**src/rtl/mips_pkg.sv**
```systemverilog
// mips_pkg: shared instruction field positions and fetch constants.
package mips_pkg;
    localparam logic [31:0] NOP    = 32'h0000_0000;
    localparam logic [31:0] PC_INC = 32'd4;
    localparam int RS_MSB = 25;
    localparam int RS_LSB = 21;
    localparam int RT_MSB = 20;
    localparam int RT_LSB = 16;
    localparam int RD_MSB = 15;
    localparam int RD_LSB = 11;
    typedef enum logic [1:0] {ADV_NORMAL, ADV_STALL, ADV_REDIRECT} adv_e;
endpackage

```
**src/rtl/hazard_detect.sv**
```systemverilog
// hazard_detect: combinational load-use detection against the ID instruction.
module hazard_detect
    import mips_pkg::*;
(
    input  logic       ex_mem_read_i,
    input  logic [4:0] ex_rt_i,
    input  logic [4:0] id_rs_i,
    input  logic [4:0] id_rt_i,
    input  logic       id_valid_i,
    output logic       stall_o
);
    // Rs and Rt compared for every opcode: conservative but never misses a hazard.
    assign stall_o = ex_mem_read_i && (ex_rt_i != 5'd0) && id_valid_i &&
                     ((ex_rt_i == id_rs_i) || (ex_rt_i == id_rt_i));
endmodule

```
**src/rtl/if_id_stage.sv**
```systemverilog
// if_id_stage: PC, fetch and IF/ID register with redirect and load-use stall.
// Define HAZARD_STALL_EN to enable load-use stalling; otherwise Stall is tied to 0.
module if_id_stage
    import mips_pkg::*;
#(
    parameter logic [31:0] RESET_PC    = 32'h0000_0000,
    parameter int          STALL_CNT_W = 16
) (
    input  logic                   clk,
    input  logic                   reset,
    output logic [31:0]            IF_PC,
    input  logic [31:0]            IF_Instr,
    input  logic                   EX_Redirect,
    input  logic [31:0]            EX_Target,
    input  logic                   EX_MemRead,
    input  logic [4:0]             EX_Rt,
    output logic [31:0]            ID_Instr,
    output logic [31:0]            ID_PCinc,
    output logic [3:0]             ID_PC_MSBs,
    output logic [4:0]             ID_Rs,
    output logic [4:0]             ID_Rt,
    output logic [4:0]             ID_Rd,
    output logic                   ID_Valid,
    output logic                   IDEX_Bubble,
    output logic                   Stall,
    output logic [STALL_CNT_W-1:0] Stall_Count
);
`ifdef HAZARD_STALL_EN
    localparam bit HAZ_EN = 1'b1;
`else
    localparam bit HAZ_EN = 1'b0;
`endif
    logic [31:0]            pc_q, pc_d, instr_q, instr_d, pcinc_q, pcinc_d, pc_next;
    logic                   valid_q, valid_d, hz_stall;
    logic [STALL_CNT_W-1:0] cnt_q, cnt_d;
    adv_e                   adv;

    hazard_detect u_hazard (
        .ex_mem_read_i (EX_MemRead),
        .ex_rt_i       (EX_Rt),
        .id_rs_i       (ID_Rs),
        .id_rt_i       (ID_Rt),
        .id_valid_i    (valid_q),
        .stall_o       (hz_stall)
    );

    assign Stall       = HAZ_EN & hz_stall;
    assign IDEX_Bubble = Stall | EX_Redirect;
    assign pc_next     = pc_q + PC_INC;

    // Redirect wins over stall: the stalled ID instruction is on the squashed path.
    always_comb begin
        adv     = EX_Redirect ? ADV_REDIRECT : Stall ? ADV_STALL : ADV_NORMAL;
        pc_d    = (adv == ADV_REDIRECT) ? EX_Target : (adv == ADV_STALL) ? pc_q : pc_next;
        instr_d = (adv == ADV_REDIRECT) ? NOP : (adv == ADV_STALL) ? instr_q : IF_Instr;
        pcinc_d = (adv == ADV_NORMAL) ? pc_next : pcinc_q;
        valid_d = (adv == ADV_REDIRECT) ? 1'b0 : (adv == ADV_STALL) ? valid_q : 1'b1;
        cnt_d   = (adv == ADV_STALL && !(&cnt_q)) ? cnt_q + 1'b1 : cnt_q;
    end

    always_ff @(posedge clk) begin
        if (!reset) begin
            pc_q    <= RESET_PC;
            instr_q <= NOP;
            pcinc_q <= 32'h0;
            valid_q <= 1'b0;
            cnt_q   <= '0;
        end else begin
            pc_q    <= pc_d;
            instr_q <= instr_d;
            pcinc_q <= pcinc_d;
            valid_q <= valid_d;
            cnt_q   <= cnt_d;
        end
    end

    assign IF_PC       = pc_q;
    assign ID_Instr    = instr_q;
    assign ID_PCinc    = pcinc_q;
    assign ID_PC_MSBs  = pcinc_q[31:28];
    assign ID_Rs       = instr_q[RS_MSB:RS_LSB];
    assign ID_Rt       = instr_q[RT_MSB:RT_LSB];
    assign ID_Rd       = instr_q[RD_MSB:RD_LSB];
    assign ID_Valid    = valid_q;
    assign Stall_Count = cnt_q;
endmodule

```
**config.mk**
```make
export PLATFORM = sky130hd
export DESIGN_NAME = if_id_stage
export DESIGN_NICKNAME = d
export VERILOG_FILES = /design/src/rtl/mips_pkg.sv /design/src/rtl/hazard_detect.sv /design/src/rtl/if_id_stage.sv
export SDC_FILE = /design/constraint.sdc
export NUM_CORES = 1
export LEC_CHECK = 0
export CORE_MARGIN = 2
export CORE_UTILIZATION = 40
export CTS_CLUSTER_DIAMETER = 40
export DETAILED_ROUTE_END_ITERATION = 8
export HOLD_SLACK_MARGIN = 0.05
export PLACE_DENSITY = 0.81
export SLEW_MARGIN = 20
export SYNTH_ARGS = -nofsm -noshare
export SYNTH_HDL_FRONTEND = slang
export SYNTH_SLANG_ARGS = --single-unit
```
**constraint.sdc**
```tcl
create_clock -name clk -period 2 [get_ports clk]
set_clock_uncertainty 0.1 [all_clocks]
set_input_delay 0.3 -clock clk [delete_from_list [all_inputs] [get_ports clk]]
set_output_delay 0.3 -clock clk [all_outputs]
set_load 0.05 [all_outputs]
```
* Word level (Yosys, flattened, before mapping) *
Cells that the tools add are included.

word-level totals
  register bits after elaboration = 113
  bits of input ports = 73
  output and inout bits = 134

operators by class
  muxes and demuxes = 3
  reduce and logical (&&, ||, !) cells = 5
  equal/unequal tests = 3
  $add $sub $neg = 2
  bitwise operators = 1

operators by type and width
  operator               number
  $mux 32                2
  $add 32x3->32 const B  1
  $add 16x1->16 const B  1
  $reduce_and 16->1      1
  $eq 2x1->1 const B     1
  $eq 2x2->1 const B     1
  $logic_not 2->1        1
  $mux 2                 1
  $ne 2x2->1 const B     1
  $reduce_or 2->1        1
  $logic_and 1x1->1      1
  $logic_not 1->1        1
  $not 1->1              1

* Logic depth before layout (Yosys ltp) *
  depth in word-level cells = 4
  mapped depth = 6
  gate-level depth less buffers = 5

* Worst setup path after synthesis *
No wires, ideal clock.

  path type = register -> register
  from = reg pc_q[2], in the netlist IF_PC[2]
  to = reg pcinc_q[26], in the netlist ID_PCinc[26]
  period minus slack after synthesis = 2.144 ns
  data arrival time = 1.914 ns
  setup slack = -0.144 ns
  stages on the path, launching flop included = 6
  data required time = 1.770 ns
  cell sequence = dfxtp_1 -> ha_1 -> inv_1 -> nor4_4 -> and4_1 -> nor3_1

on the way
  cells in the longest elaborated chain, start to end = 1

RTL lines
  element                 line               text
  start, declared         if_id_stage.sv:33  logic [31:0] pc_q, pc_d, instr_q, instr_d, pcinc_q, pcinc_d, pc_next;
  start signal, assigned  if_id_stage.sv:69  pc_q <= pc_d;
  $add 32x3->32           if_id_stage.sv:49  assign pc_next = pc_q + PC_INC;
  end signal, assigned    if_id_stage.sv:71  pcinc_q <= pcinc_d;
  end, declared           if_id_stage.sv:33

Every way passes these cells.
A chain may end at the register's enable or synchronous reset.

* Worst setup path in the final report *
  from = reg instr_q[26], in the netlist ID_Instr[26]
  to = out ID_Instr[26]

RTL lines
  element                 line               text
  start, declared         if_id_stage.sv:33
  start signal, assigned  if_id_stage.sv:70  instr_q <= instr_d;
  end, declared           if_id_stage.sv:17  output logic [31:0] ID_Instr,

No word-level cell between the ends.

==> results.py <==
metrics = {
    "synthesis": {
        "synth_flop_cell": "dfxtp_1",
        "synth_top_area_share": 0.485,
        "ys_warn_count": 0,
        "post_synth_num_cell_types": 41,
        "synth_cells": 445,
        "synth.avg_cell_area_um2": 9.00,
        "ys_seq_area_frac": 0.485,
        "yosys.area.top_type": "dfxtp_1",
        "async_reset_ff_frac": 0,
        "ys_seq_elements": 97,
        "synth_edf_count": 0,
        "synth_area_um2": 4010,
        "synthTopCellsByArea": "dfxtp_1 (48%), buf_4 (7.7%), o21ai_0 (6.0%), and2_1 (5.6%), a21oi_1 (3.5%)",
    },
    "worst_setup_path": {
        "required_ps": 1600,
        "setup.worst_path.start": "ID_Instr[26]$_SDFF_PP0_",
        "reg2reg_slack_ps": 190,
        "cp-end-kind": "output pin",
        "crit_slowest_cell": "clkdlybuf4s50_1",
        "cpPeakStageDelay_ps": 840,
        "worstPathMaxFanout": 1,
        "r2r-end": "IF_PC[31]$_SDFF_PN0_",
        "critPathKind": "reg -> out",
        "rr_worst_depth": 4,
        "critical-path-top-delay-family": "buffers and inverters",
        "path_cells": "clkdlybuf4s50_1",
        "worstPathArrival_ps": 1550,
        "r2r_start": "IF_PC[17]$_SDFF_PN0_",
        "worstSetupStartpointType": "flop",
        "worst-path-buf-inv": 1,
    },
    "timing": {
        "finalCritPeriodShare": 0.976,
        "drv_slew": 0,
        "setup_viol": 0,
        "tightest_slew_ps": 556,
        "min_period_ps": 1950,
        "clock.fmax_ghz": 0.512,
        "fin_setup_tns_ps": 0,
        "hold_viol_final": 0,
        "relSlewSlack": 0.629,
    },
    "route": {
        "drtIter0Drc": 140,
        "routed-wl-met2_um": 5670,
        "drc": 0,
        "wl_met3_um": 779,
        "ant_nets": 0,
        "routed-via-count": 3716,
        "wl_per_cell_um": 15.0,
        "dr.pass1.iters": 5,
        "drt_wl_total_um": 11100,
        "top_layer": "met4",
        "wl_met1_um": 4500,
        "vias_per_cell": 4.99,
    },
    "cts": {
        "cts_sinks": 97,
        "cts_max_path_buffers": 2,
        "cts_buffers": 9,
        "clkSlewWorstSetupHoldPaths_ps": 100,
        "cts-root-buf": "clkbuf_8",
        "clock_latency_ps": 380,
        "htree_levels": 3,
        "cts-hold-fix-buffers": 0,
        "tritoncts": "yes",
    },
    "placement": {
        "dp_hpwl_um": 8440,
        "placed_area_um2": 5790,
        "place_congestion": 0.799,
        "io_buffer_count": 183,
    },
    "cells_and_area": {
        "postLayoutCellArea_um2": 6010,
        "layout.nets": 681,
        "multi_input_area_um2": 1670,
        "diodes": 0,
        "n_fill_cell": 845,
        "area.sequential_um2": 1960,
        "final_common_cell": "clkdlybuf4s50_1",
        "drive_above_1_share": 0.123,
        "syn_to_final_growth_pct": 50.0,
        "final_cell_mix": "clkdlybuf4s50_1 (139), dfxtp_1 (85), o21ai_0 (48)",
    },
    "grt": {
        "grt_max_degree": 61,
        "antenna_found_initial": 0,
        "grt_pass1_wl_um": 18300,
        "track_usage": 0.210,
        "grt_pass1_vias": 3651,
        "overflow": 0,
    },
    "floorplanning": {
        "dieArea_um2": 10800,
        "pin_count": 207,
        "rows": 36,
        "die_h_um": 104,
        "coreArea_um2": 9730,
        "start_util": 0.412,
        "fp.dieW_um": 104,
    },
    "worst_hold_path": {
        "min_from": "reset",
        "worst_hold_path_type": "in -> reg",
        "hold_end": "ID_PCinc[14]$_SDFFE_PN0N_",
        "hold_path_depth": 3,
    },
    "run": {
        "cap_violations": 0,
    },
    "power_and_ir_drop": {
        "cellPowerDensity_nw_per_um2": 766,
        "leakagePower_nw": 2.54,
        "vdd_drop_max_mv": 0.443,
    },
    "outcome": {
        "status": "complete, no violations",
    },
}
## layout make-up
type	instances	share of cell area
clock inverters	7	0.0129
inverters	15	0.00937
repair buffers	200	0.326
multi-input cells	284	0.278
well taps	133	0.0277
flip-flops and latches	97	0.326
clock buffers	9	0.0206
## report_power, final
part | leakage (nW) | internal, W | switching [W]
registers | 0.805 | 0.00205 | 0.0000801
clock network | 0.100 | 0.000589 | 0.000729
logic | 1.64 | 0.000406 | 0.000754
total | 2.54 | 0.00304 | 0.00156
## what timing repair did
item | in CTS | in global routing
endpoints found under the hold margin | 0 | 0
setup buffers | 0 | 0
pin swaps | 0 | 0
setup endpoints to repair | 10 | 19
gates resized for setup | 10 | 14
## kinds of logic (layout without fill, tap and decap cells)
kind of cell,Yosys count,after routing,share of synthesized area
AND/OR/NAND/NOR,151,151,0.224
AO/OA/AOI/OAI,110,110,0.163
flip-flops,97,97,0.485
buffers and inverters,80,231,0.114
XOR/XNOR,5,5,0.0109
adder cells (fa/ha/maj),1,1,0.00312
other,1,17,0.000936
## registers in the layout, summed over array words and instances, names as in the netlist
| register | flops |
|---|---|
| ID_Instr | 32 |
| ID_PCinc | 32 |
| IF_PC | 32 |
| ID_Valid | 1 |
## routing by layer
layer / vias to the layer above / track usage
li1: 1834 / -
met1: 1730 / 0.244
met2: 136 / 0.368
met3: 16 / 0.0558
met4: 0 / 0.0840
met5: - / 0
## how the worst max path moves through the flow
| stage | end | slack [ps] | cells after the start |
|---|---|---|---|
| 6_report | ID_Instr[26] | 50 | 1 |
| 5_1_grt | ID_Instr[12] | -5 | 1 |
| 4_1_cts | ID_Instr[31] | 2 | 1 |
| 3_5_place_dp | ID_PCinc[24]$_SDFFE_PN0N_ | 120 | 6 |
| 3_3_place_gp | ID_PCinc[26]$_SDFFE_PN0N_ | 180 | 6 |
| 2_1_floorplan | ID_PCinc[31]$_SDFFE_PN0N_ | 30 | 4 |
## cells in the mapped netlist, types with 10 or more instances
library cell,count
a21oi_1,28
and2_1,36
and4_1,10
buf_4,41
clkbuf_1,20
dfxtp_1,97
inv_1,15
nand2_1,17
nand3_1,13
nor2_1,17
nor3_1,25
o21ai_0,48
## stage by stage
stage / total power (W) / hold WS (ps) / instances / setup WS (ps) / utilization
global placement: 0.00333 / 339 / 729 / 183 / 0.595
global route: 0.00479 / 265 / 745 / -4.59 / 0.618
finish: 0.00460 / 236 / 745 / 48.4 / 0.618
floorplan: 0.00294 / 322 / 461 / 30.1 / -
CTS: 0.00465 / 227 / 745 / 2.16 / 0.614
detailed placement: 0.00335 / 347 / 729 / 120 / 0.595
No activity file was read; power rests on OpenSTA's default activity.
